--- src/rtl/des_round_stage.sv ---
// One registered DES Feistel round (E, key XOR, S1..S8, P, XOR with L) behind a valid/ready handshake.
// Optional: define DES_ROUND_NOSWAP_EN to add in_noswap for the unswapped final round.
module des_round_stage #(
    parameter int REG_MID = 1
) (
    input  logic        clk,
    input  logic        rst_n,
    input  logic        in_valid,
    output logic        in_ready,
    input  logic [32:1] in_l,
    input  logic [32:1] in_r,
    input  logic [48:1] in_k,
`ifdef DES_ROUND_NOSWAP_EN
    input  logic        in_noswap,
`endif
    output logic        out_valid,
    input  logic        out_ready,
    output logic [32:1] out_l,
    output logic [32:1] out_r
);

    // S1 in the top 256 bits; within a box, row-major with entry 0 as the most significant nibble
    localparam logic [2047:0] SBOX = {
        256'hE4D12FB83A6C5907_0F74E2D1A6CB9538_41E8D62BFC973A50_FC8249175B3EA06D,
        256'hF18E6B34972DC05A_3D47F28EC01A69B5_0E7BA4D158C6932F_D8A13F42B67C05E9,
        256'hA09E63F51DC7B428_D709346A285ECBF1_D6498F30B12C5AE7_1AD069874FE3B52C,
        256'h7DE3069A1285BC4F_D8B56F03472C1AE9_A690CB7DF13E5284_3F06A1D8945BC72E,
        256'h2C417AB6853FD0E9_EB2C47D150FA3986_421BAD78F9C5630E_B8C71E2D6F09A453,
        256'hC1AF92680D34E75B_AF427C9561DE0B38_9EF528C3704A1DB6_432C95FABE17608D,
        256'h4B2EF08D3C975A61_D0B7491AE35C2F86_14BDC37EAF680592_6BD814A7950FE23C,
        256'hD2846FB1A93E50C7_1FD8A374C56B0E92_7B419CE206ADF358_21E74A8DFC90356B
    };

    localparam logic [255:0] PTAB = {
        8'd16, 8'd7,  8'd20, 8'd21, 8'd29, 8'd12, 8'd28, 8'd17,
        8'd1,  8'd15, 8'd23, 8'd26, 8'd5,  8'd18, 8'd31, 8'd10,
        8'd2,  8'd8,  8'd24, 8'd14, 8'd32, 8'd27, 8'd3,  8'd9,
        8'd19, 8'd13, 8'd30, 8'd6,  8'd22, 8'd11, 8'd4,  8'd25
    };

    // E: group g takes DES bits 4g..4g+5 with wrap-around at both ends
    function automatic logic [48:1] expand(input logic [32:1] r);
        logic [48:1] e;
        int src;
        e = '0;
        for (int m = 0; m < 48; m++) begin
            src = 4 * (m / 6) + (m % 6);
            if (src == 0) src = 32;
            else if (src == 33) src = 1;
            e = {e[47:1], 1'(r >> (32 - src))};
        end
        return e;
    endfunction

    function automatic logic [32:1] sbox_layer(input logic [48:1] x);
        logic [32:1] s;
        logic [6:1]  g;
        int idx;
        s = '0;
        for (int j = 0; j < 8; j++) begin
            g   = 6'(x >> (42 - 6 * j));
            idx = 64 * j + 16 * int'({g[6], g[1]}) + int'(g[5:2]);
            s   = {s[28:1], 4'(SBOX >> (2044 - 4 * idx))};
        end
        return s;
    endfunction

    function automatic logic [32:1] permute(input logic [32:1] s);
        logic [32:1] p;
        int src;
        p = '0;
        for (int i = 0; i < 32; i++) begin
            src = int'(8'(PTAB >> (248 - 8 * i)));
            p   = {p[31:1], 1'(s >> (32 - src))};
        end
        return p;
    endfunction

    logic        load_out;
    logic        s2_vld;
    logic [32:1] s2_l;
    logic [32:1] s2_r;
    logic [48:1] s2_x;
`ifdef DES_ROUND_NOSWAP_EN
    logic        s2_ns;
`endif
    logic [32:1] f_val;
    logic [32:1] nxt_l;
    logic [32:1] nxt_r;

    assign load_out = !out_valid || out_ready;

    generate
        if (REG_MID != 0) begin : g_mid
            logic        vld_p1;
            logic [32:1] l_p1;
            logic [32:1] r_p1;
            logic [48:1] x_p1;
`ifdef DES_ROUND_NOSWAP_EN
            logic        ns_p1;
`endif
            logic        load_p1;

            assign load_p1 = !vld_p1 || load_out;

            // stage 1: expansion and key mix
            always_ff @(posedge clk) begin
                if (!rst_n) begin
                    vld_p1 <= 1'b0;
                    l_p1   <= '0;
                    r_p1   <= '0;
                    x_p1   <= '0;
`ifdef DES_ROUND_NOSWAP_EN
                    ns_p1  <= 1'b0;
`endif
                end else if (load_p1) begin
                    vld_p1 <= in_valid;
                    if (in_valid) begin
                        l_p1  <= in_l;
                        r_p1  <= in_r;
                        x_p1  <= expand(in_r) ^ in_k;
`ifdef DES_ROUND_NOSWAP_EN
                        ns_p1 <= in_noswap;
`endif
                    end
                end
            end

            assign in_ready = load_p1;
            assign s2_vld   = vld_p1;
            assign s2_l     = l_p1;
            assign s2_r     = r_p1;
            assign s2_x     = x_p1;
`ifdef DES_ROUND_NOSWAP_EN
            assign s2_ns    = ns_p1;
`endif
        end else begin : g_nomid
            assign in_ready = load_out;
            assign s2_vld   = in_valid;
            assign s2_l     = in_l;
            assign s2_r     = in_r;
            assign s2_x     = expand(in_r) ^ in_k;
`ifdef DES_ROUND_NOSWAP_EN
            assign s2_ns    = in_noswap;
`endif
        end
    endgenerate

    assign f_val = permute(sbox_layer(s2_x));
`ifdef DES_ROUND_NOSWAP_EN
    assign nxt_l = s2_ns ? (s2_l ^ f_val) : s2_r;
    assign nxt_r = s2_ns ? s2_r : (s2_l ^ f_val);
`else
    assign nxt_l = s2_r;
    assign nxt_r = s2_l ^ f_val;
`endif

    // stage 2: substitution, permutation and half swap into the output registers
    always_ff @(posedge clk) begin
        if (!rst_n) begin
            out_valid <= 1'b0;
            out_l     <= '0;
            out_r     <= '0;
        end else if (load_out) begin
            out_valid <= s2_vld;
            if (s2_vld) begin
                out_l <= nxt_l;
                out_r <= nxt_r;
            end
        end
    end

endmodule

--- config.mk ---
export PLATFORM = sky130hd
export DESIGN_NAME = des_round_stage
export DESIGN_NICKNAME = d
export VERILOG_FILES = /design/src/rtl/des_round_stage.sv
export SDC_FILE = /design/constraint.sdc
export NUM_CORES = 1
export LEC_CHECK = 0
export BUFFER_PORTS_ARGS = -buffer_cell sky130_fd_sc_hd__buf_4
export CAP_MARGIN = 20
export CORE_MARGIN = 2
export CORE_UTILIZATION = 50
export CTS_CLUSTER_SIZE = 24
export DETAILED_ROUTE_END_ITERATION = 8
export GPL_TIMING_DRIVEN = 0
export PLACE_DENSITY = 0.83
export SYNTH_ARGS = -nofsm -noshare
export SYNTH_HDL_FRONTEND = slang
export SYNTH_SLANG_ARGS = --single-unit
--- constraint.sdc ---
create_clock -name clk -period 3.9 [get_ports clk]
set_clock_uncertainty 0.15 [all_clocks]
set_input_delay 0.78 -clock clk [delete_from_list [all_inputs] [get_ports clk]]
set_output_delay 0.78 -clock clk [all_outputs]
set_load 0.1 [all_outputs]
---- Yosys cells after proc, flatten, opt, wreduce, memory -nomap -nowiden ----
Cells that the tools add are included.
Widths: inputs -> output; s select.
storage, ports and cells
  bits of input ports ..................... 116
  output and inout bits ................... 66
  flip-flop bits (word level) ............. 178
cells by class
  shift-type cells ........................ 10
  bitwise gates (word level) .............. 2
  add/sub/neg operators ................... 25
  mux-type cells .......................... 6
  reductions and logical operators ........ 6
operator list
  kind                     count
  $shr 2048x32->4 const A  8
  $mux 32                  6
  $shr 32x32->1            2
  $sub 7x32->32 const A    2
  $xor 48x48->48           1
  $sub 11x13->14 const A   3
  $add 9x6->10 const A     4
  $add 10x4->11            3
  $sub 12x32->32 const A   1
  $xor 32x32->32           1
  $add 30x5->30            1
  $sub 11x12->13 const A   2
  $add 9x4->10             2
  $add 8x6->9 const A      2
  $sub 11x11->12 const A   1
  $sub 11x9->12 const A    1
  $add 8x4->9              1
  $add 7x6->8 const A      1
  $add 6x4->7              1
  $reduce_and 2->1         2
  $logic_not 1->1          2
  $logic_or 1x1->1         2

---- Depth between registers and ports, before layout ----
  depth in word-level cells ............... 8
  gate-level depth with buffers ........... 9
  depth with buffers taken out ............ 8

---- Worst setup path before layout ----
No wires, ideal clock.
  kind .................................... register to register
  start ................................... register out_valid
  end ..................................... register g_mid.l_p1[10] (netlist name)
  setup time .............................. 70 ps
  arrival time ............................ 3,016 ps
  cell stages (with the launch flop) ...... 8
  data required time ...................... 3,680 ps
  clock period less this slack ............ 3,236 ps
  slack ................................... 664 ps
  path through ............................ dfxtp_1 nor2b_1 nand2_1 nand2_1 clkbuf_1 clkbuf_1 nand2_1 a21oi_1
on the way
  word-level cells in the longest chain between the ends .. 4
RTL lines
  element                            RTL line  text
  from (decl)                        16        output logic out_valid,
  from (signal assigned)             165       out_valid <= s2_vld;
  $logic_not 1->1                    91        assign load_out = !out_valid || out_ready;
  $logic_or 1x1->1                   91
  $logic_or 1x1->1                   104       assign load_p1 = !vld_p1 || load_out;
  named net in_ready                 9         output logic in_ready,
  $reduce_and 2->1 (no source line)  n/a
  to (signal assigned)               119       l_p1 <= in_l;
  to (decl)                          96        logic [32:1] l_p1;
The timed path passes the listed nets, and every way through them passes these cells.
A chain may end at the register's enable or synchronous reset.

---- Final worst setup path ----
  start ................................... register g_mid.x_p1[20] (netlist name)
  end ..................................... register out_r[19] (netlist name)
on the way
  word-level cells in the longest chain between the ends .. 4
RTL lines
  element                 RTL line  text
  from (decl)             98        logic [48:1] x_p1;
  from (signal assigned)  121       x_p1 <= expand(in_r) ^ in_k;
  $add 10x4->11           62        idx = 64 * j + 16 * int'({g[6], g[1]}) + int'(g[5:2]);
  $sub 11x13->14          63        s = {s[28:1], 4'(SBOX >> (2044 - 4 * idx))};
  $shr 2048x32->4         63
  $xor 32x32->32          155       assign nxt_r = s2_l ^ f_val;
  to (signal assigned)    168       out_r <= nxt_r;
  to (decl)               19        output logic [32:1] out_r
No other way between the ends.

==> impl_metrics.env <==
export IMPL_worst_pin_slew_ps=905
export IMPL_synth_compound_area_share_pct=23.6
export IMPL_ys_seq_elements=178
export IMPL_cts_root_to_sink_buffers=2
export IMPL_outcome="finished clean"
export IMPL_drtIter0Drc=985
export IMPL_die_y_um=156
export IMPL_die_width_um=156
export IMPL_power_internal_w=0.00344
export IMPL_avgViaCountPerCell=5.92
export IMPL_antenna_found_initial=1
export IMPL_cts_repair_resized=0
export IMPL_grt_max_degree=18
export IMPL_die_area_um2=24200
export IMPL_grt_first_pass_wirelength_um=58100
export IMPL_cts_sinks=178
export IMPL_netlist_area_um2=11500
export IMPL_tritoncts="built"
export IMPL_area_delta_synth_final_pct=19.7
export IMPL_power_ir_vdd_worst_mv=0.370
export IMPL_share_of_total_power_in_combinational_logic_pct=32.1
export IMPL_synth_top_family_by_area="compound AO/OA/AOI/OAI gates"
export IMPL_min_delay_path_class="reg -> reg"
export IMPL_final_nets=1843
export IMPL_synth_area_mux_share_pct=6.63
export IMPL_place_hpwl_um=28000
export IMPL_layout_area_seq_um2=3560
export IMPL_post_synth_cell_area_avg_um2=7.85
export IMPL_antenna_left=0
export IMPL_clock_latency_ps=450
export IMPL_post_synth_xor_area_fraction_pct=6.62
export IMPL_core_region_area_um2=22600
export IMPL_synth_main_ff_cell="dfxtp_1"
export IMPL_cts_buffer_count=17
export IMPL_globalRouteTotalUtil_pct=30.4
export IMPL_buffer_ports_inserted=180
export IMPL_dp_cells=1930
export IMPL_post_dr_wirelength_cell_um=19.1
export IMPL_yosys_area_share_adder_pct=6.85
export IMPL_post_route_drc_count=0
export IMPL_post_cts_setup_buffers=0
export IMPL_ys_async_sr_fraction_pct=0
export IMPL_critical_path_peak_fanout=9
export IMPL_synth_lib_cells_used_distinct=76
export IMPL_power_density_nw_per_um2=399
export IMPL_starting_density_pct=50.8
export IMPL_clock_tree_htree_level_count=4
export IMPL_max_slew_margin_rel_pct=39.7
export IMPL_max_cap_violations=0
export IMPL_vias_in_the_first_global_route=10838
export IMPL_synth_warnings=0
export IMPL_placement_rows=55
export IMPL_setup_ws_ps=424
export IMPL_layout_core_utilization_pct=60.8
export IMPL_ioPinCount=182
export IMPL_cts_hold_fix_buffers=0
export IMPL_via_count=11608
export IMPL_setup_viol_count_final=0
export IMPL_power_switching_w=0.00206
export IMPL_worst_r2r_setup_slack_ps=420
export IMPL_rsz0062_at_grt="no"
export IMPL_grt_ovfl_total=0
export IMPL_finalCritPeriodShare_pct=89.1
export IMPL_post_route_cells_drive_above_1_share_pct=17.0
export IMPL_synth_simple_gate_area_share_pct=19.2
export IMPL_share_of_total_power_in_sequential_cells_pct=37.2
export IMPL_syn_inst=1465
export IMPL_wl_um=37500
export IMPL_clockPowerShare_pct=30.8
export IMPL_routabilityCongestion=0.961
export IMPL_timing_worst_setup_path_type="reg -> reg"
export IMPL_crit_path_launch_type="flop"
export IMPL_final_hold_violation_count=0
export IMPL_final_max_slew_viol_count=0
export IMPL_path_clk_slew_ps=70
export IMPL_fillers=2036
export IMPL_synth_edff_count=0
export IMPL_critPathArrivalTime_ps=3620
export IMPL_antennaDiodeCount=0
export IMPL_minimum_setup_slack_after_placement_ps=478
export IMPL_final_cells=1962
export IMPL_worst_ep_required_time_ps=4050
export IMPL_setup_tns_ps=0
export IMPL_share_of_synthesized_area_occupied_by_flip_flops_and_latches_pct=31.0
export IMPL_setup_worst_path_end_class="flop"
export IMPL_power_switching_share_pct=37.4
export IMPL_multi_input_area_um2=7240
export IMPL_final_period_minus_worst_setup_slack_ps=3480
export IMPL_number_of_detailed_route_iterations_in_the_first_pass=5
export IMPL_post_synthesis_net_count=1644
export IMPL_leakagePower_nw=5.56
export IMPL_cell_chosen_for_the_clock_root="clkbuf_16"
export IMPL_maxClockFrequency_ghz=0.288
[power by group through the flow]
stage | Clock (W) | Sequential [W] | Combinational (W)
global placement | 0 | 0.00208 | 0.00171
CTS | 0.00169 | 0.00204 | 0.00174
finish | 0.00169 | 0.00204 | 0.00176
floorplan | 0 | 0.00231 | 0.000991
global route | 0.00177 | 0.00205 | 0.00189
detailed placement | 0 | 0.00208 | 0.00173
[final timing paths]
path | start | cells after the start | to
worst max-delay path | g_mid.x_p1[20] | 8 | out_r[19]
worst min-delay path | g_mid.r_p1[12] | 2 | out_l[12]
worst max register to register | g_mid.x_p1[20] | 8 | out_r[19]
worst min register to register | g_mid.r_p1[12] | 2 | out_l[12]
[final cells by class]
class / instances / share of cell area, %
Multi-Input combinational cell: 1114 / 52.5
Sequential cell: 178 / 25.9
Timing Repair Buffer: 180 / 9.81
Buffer: 123 / 3.74
Clock buffer: 18 / 3.19
Tap cell: 285 / 2.59
Inverter: 50 / 1.36
Clock inverter: 14 / 0.899
[per-layer routing]
| layer | up-vias | share of wire, % | track usage (%) | wire (µm) |
|---|---|---|---|---|
| met5 | - | 0.043 | 0 | 16 |
| met4 | 2 | 2.7 | 9.04 | 993 |
| met3 | 66 | 9.0 | 6.14 | 3360 |
| met2 | 545 | 46 | 49.2 | 17100 |
| met1 | 5457 | 43 | 41.1 | 16000 |
| li1 | 5538 | - | - | - |
[cell usage in the layout, fill, tap and decap left out, types with 13 or more instances in the layout]
cell type,count
ha_1,63
inv_1,47
o211ai_1,16
mux2i_1,20
buf_4,182
nor2_1,101
mux4_2,23
nor2b_1,34
dfxtp_1,178
nand2_1,258
nor3_1,18
clkbuf_16,17
nand2b_1,15
o21ai_0,62
xnor2_1,36
a21oi_1,153
clkbuf_1,79
a211oi_1,71
xor2_1,51
a31oi_1,13
nand3_1,15
buf_2,31
[logic make-up after synthesis]
kind of cell	Yosys count
AO/OA/AOI/OAI	422
XOR/XNOR	87
buffers and inverters	173
AND/OR/NAND/NOR	495
flip-flops	178
multiplexers	47
adder cells (fa/ha/maj)	63
[sequential cells by signal, indices dropped and copies added (netlist names)]
name and cells:
g_mid.x_p1 48, g_mid.l_p1 32, g_mid.r_p1 32, out_l 32
out_r 32, g_mid.vld_p1 1, out_valid 1
[per-stage QoR]
stage,area [µm²],power [W],hold WS (ps)
after floorplan,11500,0.00330,282
after global placement,13200,0.00379,285
after detailed placement,13200,0.00381,295
after CTS,13800,0.00546,300
after global routing,13800,0.00571,324
final,13800,0.00549,304
[critical path, cell delays in order, from the launching register on]
cell and delay (ps):
dfxtp_1 420, clkbuf_1 380, inv_1 230, ha_1 490, nor2b_1 310, a21oi_1 100
mux4_2 460, a211oi_1 580, o221ai_1 210
[Yosys cell counts, types with 10 or more instances]
cell type	number	area, µm²
buf_2	31	155
nor2b_1	34	213
nor3_1	18	90.1
nand2_1	258	968
nand3_1	15	75.1
a21oi_1	153	766
o31ai_1	11	82.6
mux2i_1	20	200
a31oi_1	13	81.3
clkbuf_1	79	297
a211oi_1	71	533
ha_1	63	788
xnor2_1	36	315
o21ai_0	62	310
dfxtp_1	178	3560
buf_1	10	37.5
nand2b_1	15	93.8
nor2_1	101	379
o211ai_1	16	120
inv_1	47	176
xor2_1	51	447
mux4_2	23	518
No activity file was read; power rests on OpenSTA's default activity.
